===== src/rtl/move_test_sequencer_pkg.sv =====
// Shared constants and types for the move test sequencer: pose widths,
// request encoding, FSM states and the wall-kick dx table.
package move_test_sequencer_pkg;

  localparam int X_BITS    = 4;
  localparam int Y_BITS    = 5;
  localparam int ROT_BITS  = 2;
  localparam int NUM_REQ   = 5;
  localparam int KICK_BITS = 2;

  // Request index doubles as the priority rank (0 = highest).
  typedef enum logic [2:0] {
    REQ_DROP    = 3'd0,
    REQ_LEFT    = 3'd1,
    REQ_RIGHT   = 3'd2,
    REQ_ROT_CW  = 3'd3,
    REQ_ROT_CCW = 3'd4
  } req_t;

  typedef enum logic [1:0] {
    IDLE   = 2'd0,
    TEST   = 2'd1,
    COMMIT = 2'd2
  } state_t;

  // Horizontal kick offset per attempt: 0, -1, +1 (modulo 2^X_BITS).
  function automatic logic [X_BITS-1:0] kick_dx(input logic [KICK_BITS-1:0] idx);
    case (idx)
      2'd1:    kick_dx = '1;
      2'd2:    kick_dx = X_BITS'(1);
      default: kick_dx = '0;
    endcase
  endfunction

  // Convert a one-hot grant vector into the request encoding.
  function automatic req_t grant_to_req(input logic [NUM_REQ-1:0] grant);
    grant_to_req = REQ_DROP;
    for (int i = NUM_REQ - 1; i >= 0; i--) begin
      if (grant[i]) grant_to_req = req_t'(i[2:0]);
    end
  endfunction

endpackage


===== src/rtl/move_test_sequencer_if.sv =====
// Test-pose / collision-checker handshake between the sequencer (master)
// and the board collision checker (slave).
interface move_test_sequencer_if;
  import move_test_sequencer_pkg::*;

  logic                test_valid;
  logic [X_BITS-1:0]   test_pos_x;
  logic [Y_BITS-1:0]   test_pos_y;
  logic [ROT_BITS-1:0] test_rot;
  logic                chk_done;
  logic                chk_fit;

  modport master (
    output test_valid, test_pos_x, test_pos_y, test_rot,
    input  chk_done, chk_fit
  );

  modport slave (
    input  test_valid, test_pos_x, test_pos_y, test_rot,
    output chk_done, chk_fit
  );
endinterface


===== src/rtl/move_test_sequencer_req_pending.sv =====
// Pending movement-request flags plus fixed-priority one-hot grant.
// Bit 0 has the highest priority.
module move_req_pending
  import move_test_sequencer_pkg::*;
(
  input  logic               clk,
  input  logic               rst_n,
  input  logic [NUM_REQ-1:0] i_req,
  input  logic               i_clr_all,
  input  logic               i_take,
  output logic [NUM_REQ-1:0] o_grant,
  output logic               o_any
);

  logic [NUM_REQ-1:0] r_flag;
  logic [NUM_REQ:0]   w_higher;

  assign w_higher[0] = 1'b0;

  for (genvar gi = 0; gi < NUM_REQ; gi++) begin : g_prio
    assign o_grant[gi]    = r_flag[gi] & ~w_higher[gi];
    assign w_higher[gi+1] = w_higher[gi] | r_flag[gi];
  end

  assign o_any = w_higher[NUM_REQ];

  // Flags: clear-all wins (drops coincident pulses); a taken flag is
  // re-set if a new pulse lands on the same edge.
  always_ff @(posedge clk or negedge rst_n) begin
    if (!rst_n)         r_flag <= '0;
    else if (i_clr_all) r_flag <= '0;
    else                r_flag <= (r_flag & ~(i_take ? o_grant : '0)) | i_req;
  end

endmodule


===== src/rtl/move_test_sequencer.sv =====
// Move test sequencer: serialises movement requests into test poses for the
// collision checker and commits fitting poses.
// Optional feature macro: WALL_KICK_EN (rotate retries with dx 0,-1,+1).
module move_test_sequencer
  import move_test_sequencer_pkg::*;
#(
  parameter int NUM_KICKS = 3
) (
  input  logic                  clk,
  input  logic                  rst_n,
  input  logic                  i_play_en,
  input  logic                  i_spawn,
  input  logic [X_BITS-1:0]     i_spawn_x,
  input  logic [Y_BITS-1:0]     i_spawn_y,
  input  logic                  i_drop_tick,
  input  logic                  i_req_left,
  input  logic                  i_req_right,
  input  logic                  i_req_rot_cw,
  input  logic                  i_req_rot_ccw,
  move_test_sequencer_if.master chk,
  output logic [X_BITS-1:0]     o_cur_pos_x,
  output logic [Y_BITS-1:0]     o_cur_pos_y,
  output logic [ROT_BITS-1:0]   o_cur_rot,
  output logic                  o_lock_pulse,
  output logic                  o_busy
);

  state_t              r_state, w_state_next;
  req_t                r_req, w_sel_req;
  logic [X_BITS-1:0]   r_cur_x, r_test_x, w_next_x;
  logic [Y_BITS-1:0]   r_cur_y, r_test_y, w_next_y;
  logic [ROT_BITS-1:0] r_cur_rot, r_test_rot, w_next_rot;
  logic                r_lock;
  logic [NUM_REQ-1:0]  w_req, w_grant;
  logic                w_any, w_take, w_commit, w_lock, w_kick_inc;
  logic                w_kick_more, w_reissue, w_test_valid, w_clr_all;

  assign w_req     = {i_req_rot_ccw, i_req_rot_cw, i_req_right, i_req_left, i_drop_tick};
  assign w_clr_all = i_spawn | ~i_play_en;

  move_req_pending u_pending (
    .clk       (clk),
    .rst_n     (rst_n),
    .i_req     (w_req),
    .i_clr_all (w_clr_all),
    .i_take    (w_take),
    .o_grant   (w_grant),
    .o_any     (w_any)
  );

`ifdef WALL_KICK_EN
  localparam logic [KICK_BITS-1:0] KICK_LAST = KICK_BITS'(NUM_KICKS - 1);
  logic [KICK_BITS-1:0] r_kick;
  logic                 r_reissue;
  logic [X_BITS-1:0]    w_kick_x;

  assign w_kick_more = ((r_req == REQ_ROT_CW) || (r_req == REQ_ROT_CCW)) && (r_kick < KICK_LAST);
  assign w_kick_x    = r_cur_x + kick_dx(r_kick + 2'd1);
  assign w_reissue   = r_reissue;

  // Kick attempt counter; re-issue gap holds test_valid low one cycle.
  always_ff @(posedge clk or negedge rst_n) begin
    if (!rst_n) begin
      r_kick    <= '0;
      r_reissue <= 1'b0;
    end else begin
      r_reissue <= w_kick_inc;
      if (i_spawn || w_take) r_kick <= '0;
      else if (w_kick_inc)   r_kick <= r_kick + 2'd1;
    end
  end
`else
  assign w_kick_more = 1'b0;
  assign w_reissue   = 1'b0;
`endif

  // A checker result is only accepted while the pose is actually offered.
  assign w_test_valid = (r_state == TEST) && !w_reissue && i_play_en;

  // Priority select and test-pose arithmetic (wraps modulo 2^width).
  always_comb begin
    w_sel_req  = grant_to_req(w_grant);
    w_next_x   = r_cur_x;
    w_next_y   = r_cur_y;
    w_next_rot = r_cur_rot;
    case (w_sel_req)
      REQ_DROP:    w_next_y   = r_cur_y + Y_BITS'(1);
      REQ_LEFT:    w_next_x   = r_cur_x - X_BITS'(1);
      REQ_RIGHT:   w_next_x   = r_cur_x + X_BITS'(1);
      REQ_ROT_CW:  w_next_rot = r_cur_rot + ROT_BITS'(1);
      REQ_ROT_CCW: w_next_rot = r_cur_rot - ROT_BITS'(1);
      default:     ;
    endcase
  end

  // FSM state register.
  always_ff @(posedge clk or negedge rst_n) begin
    if (!rst_n) r_state <= IDLE;
    else        r_state <= w_state_next;
  end

  // FSM next state and control strobes; spawn / play disable override all.
  always_comb begin
    w_state_next = r_state;
    w_take       = 1'b0;
    w_commit     = 1'b0;
    w_lock       = 1'b0;
    w_kick_inc   = 1'b0;
    case (r_state)
      IDLE: begin
        if (w_any) begin
          w_take       = 1'b1;
          w_state_next = TEST;
        end
      end
      TEST: begin
        if (w_test_valid && chk.chk_done) begin
          if (chk.chk_fit) begin
            w_commit     = 1'b1;
            w_state_next = COMMIT;
          end else if (r_req == REQ_DROP) begin
            w_lock       = 1'b1;
            w_state_next = IDLE;
          end else if (w_kick_more) begin
            w_kick_inc   = 1'b1;
          end else begin
            w_state_next = IDLE;
          end
        end
      end
      COMMIT:  w_state_next = IDLE;
      default: w_state_next = IDLE;
    endcase
    if (w_clr_all) begin
      w_state_next = IDLE;
      w_take       = 1'b0;
      w_commit     = 1'b0;
      w_lock       = 1'b0;
      w_kick_inc   = 1'b0;
    end
  end

  // Pose datapath: the fit is committed on the edge that accepts it, so
  // COMMIT is only a one-cycle settle before returning to IDLE.
  always_ff @(posedge clk or negedge rst_n) begin
    if (!rst_n) begin
      r_cur_x    <= '0;
      r_cur_y    <= '0;
      r_cur_rot  <= '0;
      r_test_x   <= '0;
      r_test_y   <= '0;
      r_test_rot <= '0;
      r_req      <= REQ_DROP;
      r_lock     <= 1'b0;
    end else if (i_spawn) begin
      r_cur_x   <= i_spawn_x;
      r_cur_y   <= i_spawn_y;
      r_cur_rot <= '0;
      r_lock    <= 1'b0;
    end else begin
      r_lock <= w_lock;
      if (w_take) begin
        r_req      <= w_sel_req;
        r_test_x   <= w_next_x;
        r_test_y   <= w_next_y;
        r_test_rot <= w_next_rot;
      end
`ifdef WALL_KICK_EN
      else if (w_kick_inc) begin
        r_test_x <= w_kick_x;
      end
`endif
      if (w_commit) begin
        r_cur_x   <= r_test_x;
        r_cur_y   <= r_test_y;
        r_cur_rot <= r_test_rot;
      end
    end
  end

  assign chk.test_valid = w_test_valid;
  assign chk.test_pos_x = r_test_x;
  assign chk.test_pos_y = r_test_y;
  assign chk.test_rot   = r_test_rot;
  assign o_cur_pos_x    = r_cur_x;
  assign o_cur_pos_y    = r_cur_y;
  assign o_cur_rot      = r_cur_rot;
  assign o_lock_pulse   = r_lock;
  assign o_busy         = (r_state != IDLE);

endmodule


===== src/flat_wrapper.sv =====
// flat-port wrapper written by rule: the top's interface ports become plain ports
module move_test_sequencer_flat import move_test_sequencer_pkg::*;
#(
  parameter int NUM_KICKS = 3
)
  (clk, rst_n, i_play_en, i_spawn, i_spawn_x, i_spawn_y, i_drop_tick, i_req_left, i_req_right, i_req_rot_cw, i_req_rot_ccw, o_cur_pos_x, o_cur_pos_y, o_cur_rot, o_lock_pulse, o_busy, chk_test_valid, chk_test_pos_x, chk_test_pos_y, chk_test_rot, chk_chk_done, chk_chk_fit);
  move_test_sequencer_if chk_i ();
  input  logic clk;
  input  logic rst_n;
  input  logic i_play_en;
  input  logic i_spawn;
  input  logic [X_BITS-1:0] i_spawn_x;
  input  logic [Y_BITS-1:0] i_spawn_y;
  input  logic i_drop_tick;
  input  logic i_req_left;
  input  logic i_req_right;
  input  logic i_req_rot_cw;
  input  logic i_req_rot_ccw;
  output logic [X_BITS-1:0] o_cur_pos_x;
  output logic [Y_BITS-1:0] o_cur_pos_y;
  output logic [ROT_BITS-1:0] o_cur_rot;
  output logic o_lock_pulse;
  output logic o_busy;
  output wire logic [$bits(chk_i.test_valid)-1:0] chk_test_valid;
  output wire logic [$bits(chk_i.test_pos_x)-1:0] chk_test_pos_x;
  output wire logic [$bits(chk_i.test_pos_y)-1:0] chk_test_pos_y;
  output wire logic [$bits(chk_i.test_rot)-1:0] chk_test_rot;
  input wire logic [$bits(chk_i.chk_done)-1:0] chk_chk_done;
  input wire logic [$bits(chk_i.chk_fit)-1:0] chk_chk_fit;
  assign chk_test_valid = chk_i.test_valid;
  assign chk_test_pos_x = chk_i.test_pos_x;
  assign chk_test_pos_y = chk_i.test_pos_y;
  assign chk_test_rot = chk_i.test_rot;
  assign chk_i.chk_done = chk_chk_done;
  assign chk_i.chk_fit = chk_chk_fit;
  move_test_sequencer #(.NUM_KICKS(NUM_KICKS)) u_core (.clk(clk), .rst_n(rst_n), .i_play_en(i_play_en), .i_spawn(i_spawn), .i_spawn_x(i_spawn_x), .i_spawn_y(i_spawn_y), .i_drop_tick(i_drop_tick), .i_req_left(i_req_left), .i_req_right(i_req_right), .i_req_rot_cw(i_req_rot_cw), .i_req_rot_ccw(i_req_rot_ccw), .chk(chk_i), .o_cur_pos_x(o_cur_pos_x), .o_cur_pos_y(o_cur_pos_y), .o_cur_rot(o_cur_rot), .o_lock_pulse(o_lock_pulse), .o_busy(o_busy));
endmodule

===== config.mk =====
export PLATFORM = sky130hd
export DESIGN_NAME = move_test_sequencer_flat
export DESIGN_NICKNAME = d
export VERILOG_FILES = /design/src/rtl/move_test_sequencer_pkg.sv /design/src/rtl/move_test_sequencer_if.sv /design/src/rtl/move_test_sequencer_req_pending.sv /design/src/rtl/move_test_sequencer.sv /design/src/flat_wrapper.sv
export SDC_FILE = /design/constraint.sdc
export NUM_CORES = 1
export LEC_CHECK = 0
export ABC_CLOCK_PERIOD_IN_PS = 4100
export BUFFER_PORTS_ARGS = -buffer_cell sky130_fd_sc_hd__buf_4
export CAP_MARGIN = 20
export CORE_MARGIN = 1
export CORE_UTILIZATION = 30
export CTS_BUF_LIST = sky130_fd_sc_hd__clkbuf_4 sky130_fd_sc_hd__clkbuf_8 sky130_fd_sc_hd__clkbuf_16
export DETAILED_ROUTE_END_ITERATION = 10
export GPL_TIMING_DRIVEN = 0
export SKIP_CTS_REPAIR_TIMING = 1
export SLEW_MARGIN = 20
export SYNTH_ARGS = -nofsm -noshare
export SYNTH_HDL_FRONTEND = slang
export SYNTH_SLANG_ARGS = --single-unit

===== constraint.sdc =====
create_clock -name clk -period 4.1 [get_ports clk]
set_clock_uncertainty 0.15 [all_clocks]
set_input_delay 0.41 -clock clk [delete_from_list [all_inputs] [get_ports clk]]
set_output_delay 0.41 -clock clk [all_outputs]
set_load 0.005 [all_outputs]

Yosys cells after proc, flatten, opt, wreduce, memory -nomap -nowiden
Cells that the tools add are included.

cells by class
  add/subtract/negate cells = 5
  $mul = 0
  div/mod/pow operators = 0
  $lt $le $gt $ge = 0
  eq/ne operators = 7
  shifts and indexed selects = 0
  muxes and demuxes = 34
  bitwise logic cells = 18
  reductions and logical operators = 9

operators with widths
  kind                   count
  $mux W5                5
  $mux W3                5
  $mux W1                13
  $mux W2                6
  $mux W4                2
  $pmux W2 S2            2
  $pmux W4 S2            1
  $eq A3 B2 Y1 const B   2
  $logic_not A3 Y1       2
  $ne A3 B3 Y1 const B   2
  $not A1 Y1             6
  $add A5 B1 Y5 const B  1
  $and A5 B5 Y5          1
  $not A5 Y5             1
  $or A1 B1 Y1           5
  $or A5 B5 Y5           1
  $add A4 B1 Y4 const B  1
  $and A1 B1 Y1          4
  $reduce_and A2 Y1      2
  $reduce_bool A2 Y1     2
  $sub A4 B1 Y4 const B  1
  $eq A3 B1 Y1 const B   1
  $eq A3 B3 Y1 const B   1
  $add A2 B1 Y2 const B  1
  other kinds (4)        5

storage, ports and cells
  flip-flop bits (word level) = 33
  bits in latches = 0
  memory bits (writable) = 0
  memory bits (read-only) = 0
  word-level logic and storage cells = 83
  memories kept = 0

Depth between registers and ports, before layout
  depth after elaboration = 12
  mapped depth = 7
  depth with buffers taken out = 6

Modules after synthesis
A second synthesis with hierarchy kept.

second synthesis, totals
  cells, all modules = 177
  area total of the unflattened synthesis = 1726.7 µm²

by module, submodules not included
  module               instances  cells each  area an instance (µm²)  sequential area each (µm²)
  move_test_sequencer  1          149         1466.4                  700.7
  move_req_pending     1          28          260.2                   125.1

Worst setup path before layout
OpenSTA, ideal clock, no wires.

  path type = register to register
  start = register u_core.u_pending.r_flag[1]
  end = register u_core.r_test_x[3], in the netlist u_core.chk.test_pos_x[3]
  arrival time = 1.978 ns
  required time = 3.826 ns
  slack = 1.848 ns
  stages on the path, launching flop included = 8
  buffers on the path = 1
  period minus slack after synthesis = 2.252 ns
  cells stage by stage = dfrtp_1 buf_2 or3b_1 ha_1 a21oi_1 nand4b_1 and3_1 o31a_1

between the ends
  longest elaborated chain between the ends = 12
  elaborated cells on any way between the ends = 23
  those cells by class = eq/ne (2); mux (9); bitwise (11); reduce/logical (1)

RTL lines
  element                                       RTL line                               text
  from (decl)                                   move_test_sequencer_req_pending.sv:15  logic [NUM_REQ-1:0] r_flag;
  from (signal assigned)                        move_test_sequencer_req_pending.sv:32  else r_flag <= (r_flag & ~(i_take ? o_grant : '0)) | i_req;
  $or A1 B1 Y1 (3 in series)                    move_test_sequencer_req_pending.sv:22  assign w_higher[gi+1] = w_higher[gi] | r_flag[gi];
  $not A1 Y1                                    move_test_sequencer_req_pending.sv:21  assign o_grant[gi] = r_flag[gi] & ~w_higher[gi];
  $and A1 B1 Y1                                 move_test_sequencer_req_pending.sv:21
  $mux W3 (5 in series)                         move_test_sequencer_pkg.sv:39          if (grant[i]) grant_to_req = req_t'(i[2:0]);
  $eq A3 B2 Y1 or $eq A3 B1 Y1 (tied branches)  move_test_sequencer.sv:86              case (w_sel_req)
  $pmux W4 S2                                   move_test_sequencer.sv:86
  to (signal assigned)                          move_test_sequencer.sv:164             r_test_x <= w_next_x;
  to (decl)                                     move_test_sequencer.sv:30              logic [X_BITS-1:0] r_cur_x, r_test_x, w_next_x;

Parallel ways exist; a longest one is shown, timed or not.
A chain may end at the register's enable or synchronous reset.

Worst setup path after layout
Ends and elaborated chain as after synthesis.

==> impl_results.md <==
- Status: finished clean
- Layout area overhead: 30.4%
- Cells after Synth: between 150 and 200
- Routed Antenna Nets: 0
- Root Buffer: clkbuf_8
- Port bufs: 44
- GPL Wtd Cong: between 0.7 and 0.8
- Seq pwr share: 0.486
- Setup crit start kind: register
- Most common cell after layout, fill and taps aside: buf_4
- Die Height: ~78 µm
- Die area: between 6000 and 7000 µm²
- GR Util All Layers: 0.139
- Tcrit/Tclk final: 0.582
- Comb pwr share: 0.223
- Slew HR: 0.567
- CTS tree: built
- HP Start: i_spawn_x[3]
- Starting DRC count in detailed routing: between 70 and 80
- Fmax: 419 MHz
- FF-to-FF Start: u_core.u_pending.r_flag[1]$_DFF_PN0_
- Post-Synth XOR/XNOR Area: 0.0410
- Register area share after synthesis: 0.483
- Syn Std Cell Area: 1710 µm²
- Leakage Power: around 0.0011 µW
- I/O Pins: 45
- Post-route non-filler standard cell count: 293
- Final hold vios: 0
- WP data required: 4.11 ns
- Avg WL per Cell: between 10 and 15 µm
- DRC: 0
- CP max stage cell: or3b_1
- TritonCTS Buffers: 5
- Final #Nets: 245
- Worst-Skew Late Latency: 0.28 ns
- Top Family by Delay on Critical Path: simple AND/OR/NAND/NOR gates
- Clock share of power: 0.291
- Post-synthesis register bit count: 33
- Yosys warnings: 0
- # setup viols final: 0
- Post-Synth Adder-Cell Area: 0.0337
- Place WS: around 1.7 ns
- Min-delay worst type: in -> reg
- Via/cell ratio: approximately 4.8
- Syn Area/Cell: slightly above 10 µm²
- H-tree depth: 2
- Crit Path Max Fanout: 10
- Area fraction in compound gates after synthesis: 0.160
- Post-synthesis simple-gate area fraction: 0.165
- WL final: ~3800 µm
- Ant diodes: 0
- Fin. max-slew vios: 0
- Sw frac: 0.276
- Main combinational cell family by area after synthesis: simple AND/OR/NAND/NOR gates
- Crit path largest cell delay: approximately 0.47 ns
- Largest net degree at the start of global routing: 34
- Global-route wire length before repair: between 6000 and 7000 µm
- Switching pwr: about 240 µW
- Mux cell area share after synthesis: 0.0644
- Clock slew at reported path FFs: ~0.070 ns
- Cell-internal power: roughly 620 µW
- Core Rows: 27
- Initial antenna violation count: 0
- Clock buffer depth: 2
- Post-Place Cells: approximately 290
- Fill cells: 565
- Synth Net Count: ~190
- Ratio of cells with drive above 1 in the final layout: 0.290
- Core Region: 5510 µm²
- Via count: 1,401
- Overall power: 857 µW
- RSZ-0062 raised after global routing: false
- Detailed placement HPWL: 2760 µm
- Max-capacitance violation count: 0
- CP startpoint: u_core.u_pending.r_flag[1]$_DFF_PN0_
- Global route overflow: 0
- Critical path buffer and inverter count: 1
- Pwr/cell area: about 380 nW/µm²
- Chip Width: around 78 µm
- Count of different cell masters after synthesis: 38
- Setup TNS: 0 ns
- Vias in the first global route: 1,285
- Setup crit end kind: register
- Worst EP arrival: about 2.4 ns
- Post-route worst setup slack: about 1.7 ns
- Crit path kind: reg -> reg
- Initial core utilization: 0.311
- Most frequent cells in the layout: 46 x buf_4, 33 x dfrtp_1, 26 x o21ai_0
- First-pass detailed-route iteration total: 6
- Final worst path period need: ~2.4 ns
- Max VDD drop: ~0.00017 V
- Tightest Pin Transition: 0.644 ns
- Critical path cell sequence: buf_2 -> or3b_1 -> ha_1 -> a21oi_1 -> nand4b_1 -> and3_1 -> o31a_1
- CTS sink cnt: 33
## sequential cells by signal, summed over array words and instances, names as in the netlist
signal and flops:
u_core.chk.test_pos_y 5, u_core.r_req 3, u_core.chk.test_rot 2, u_core.o_cur_pos_y 5
u_core.o_lock_pulse 1, u_core.o_cur_rot 2, u_core.r_state 2, u_core.u_pending.r_flag 5
u_core.chk.test_pos_x 4, u_core.o_cur_pos_x 4
## worst paths after layout
kind / depth (start not counted) / end / slack [ns]
setup / recovery: 7 / u_core.chk.test_pos_x[3]$_DFFE_PN0P_ / 1.71
hold / removal: 3 / u_core.o_cur_pos_x[3]$_DFFE_PN0P_ / 0.18
setup reg to reg: 7 / u_core.chk.test_pos_x[3]$_DFFE_PN0P_ / 1.71
hold reg to reg: 2 / u_core.r_req[0]$_DFFE_PN0P_ / 0.34
max in group asynchronous: 2 / u_core.o_cur_pos_x[0]$_DFFE_PN0P_ / 3.04
min in group asynchronous: 2 / u_core.u_pending.r_flag[3]$_DFF_PN0_ / 0.45
## kinds of logic after synthesis
group,Yosys count
xor gates and xnor gates,8
AOI/OAI and AO/OA,47
muxes,11
adders and majority gates,4
DFF,33
and+or+nand+nor,50
buffers and inverters,16
## synth_stat cells
library cell  number  area share
buf_2              1      0.0029
ha_1               3       0.022
mux2i_1           11       0.064
and3_1             2      0.0073
dfrtp_1           33        0.48
or3b_1             1      0.0051
buf_4              2      0.0088
nand2_1           22       0.048
and3b_1            1      0.0051
o21ai_2            1      0.0051
nand3_2            1      0.0059
or4_4              1      0.0066
o2111ai_1          2       0.010
and4bb_2           1      0.0073
nand3_1            1      0.0029
xnor2_1            1      0.0051
a21o_1             1      0.0044
clkbuf_1           3      0.0066
or2_2              1      0.0037
inv_1              7       0.015
o21ai_0           26       0.076
o31a_1             1      0.0051
xor2_1             7       0.036
fa_1               1       0.012
nor3b_1            1      0.0044
and2_1             1      0.0037
buf_6              3       0.020
a21oi_1           11       0.032
nor2_1             7       0.015
nand3b_1           2      0.0088
nand2b_1           3       0.011
o21bai_1           1      0.0044
nor3_1             1      0.0029
nand4b_1           1      0.0051
o31ai_1            3       0.013
nor4_1             2      0.0073
nor4b_4            1       0.014
o21ai_4            1      0.0095
## power groups by stage
stage | clock, µW | sequential [µW] | combinational, µW
final | 249 | 417 | 191
after global routing | 274 | 423 | 217
after CTS | 255 | 417 | 194
after detailed placement | 0 | 422 | 194
after global placement | 0 | 423 | 189
after floorplan | 0 | 416 | 91.1
## layer usage
layer,GRT usage,wire [µm]
met4,0.0566,49
met5,0,0
met2,0.217,1760
met3,0.0294,179
met1,0.187,1840
## worst reg2reg max path: cells and delay by family (launching register included)
| kind | cells | cell delay, ns |
|---|---|---|
| flops | 1 | 0.35 |
| compound gates | 2 | 0.45 |
| buf+inv | 1 | 0.17 |
| simple gates | 3 | 0.80 |
| fa+ha+maj | 1 | 0.35 |
## per-stage QoR
stage	hold slack (ns)	instance area (µm²)	util
final	0.184	2230	0.405
after global routing	0.186	2230	0.405
after CTS	-0.0732	2220	0.403
after detailed placement	0.230	2130	0.387
after global placement	0.231	2130	0.387
after floorplan	-0.0356	1710	-
## layout make-up
cell class | count | area, µm² | area share
Buffer | 9 | 65.1 | 0.0292
Clock buffer | 7 | 90.1 | 0.0404
Inverter | 7 | 26.3 | 0.0118
Multi-Input combinational cell | 120 | 793 | 0.356
Sequential cell | 33 | 826 | 0.370
Tap cell | 72 | 90.1 | 0.0404
Timing Repair Buffer | 45 | 340 | 0.153
No activity file was read; power rests on OpenSTA's default activity.
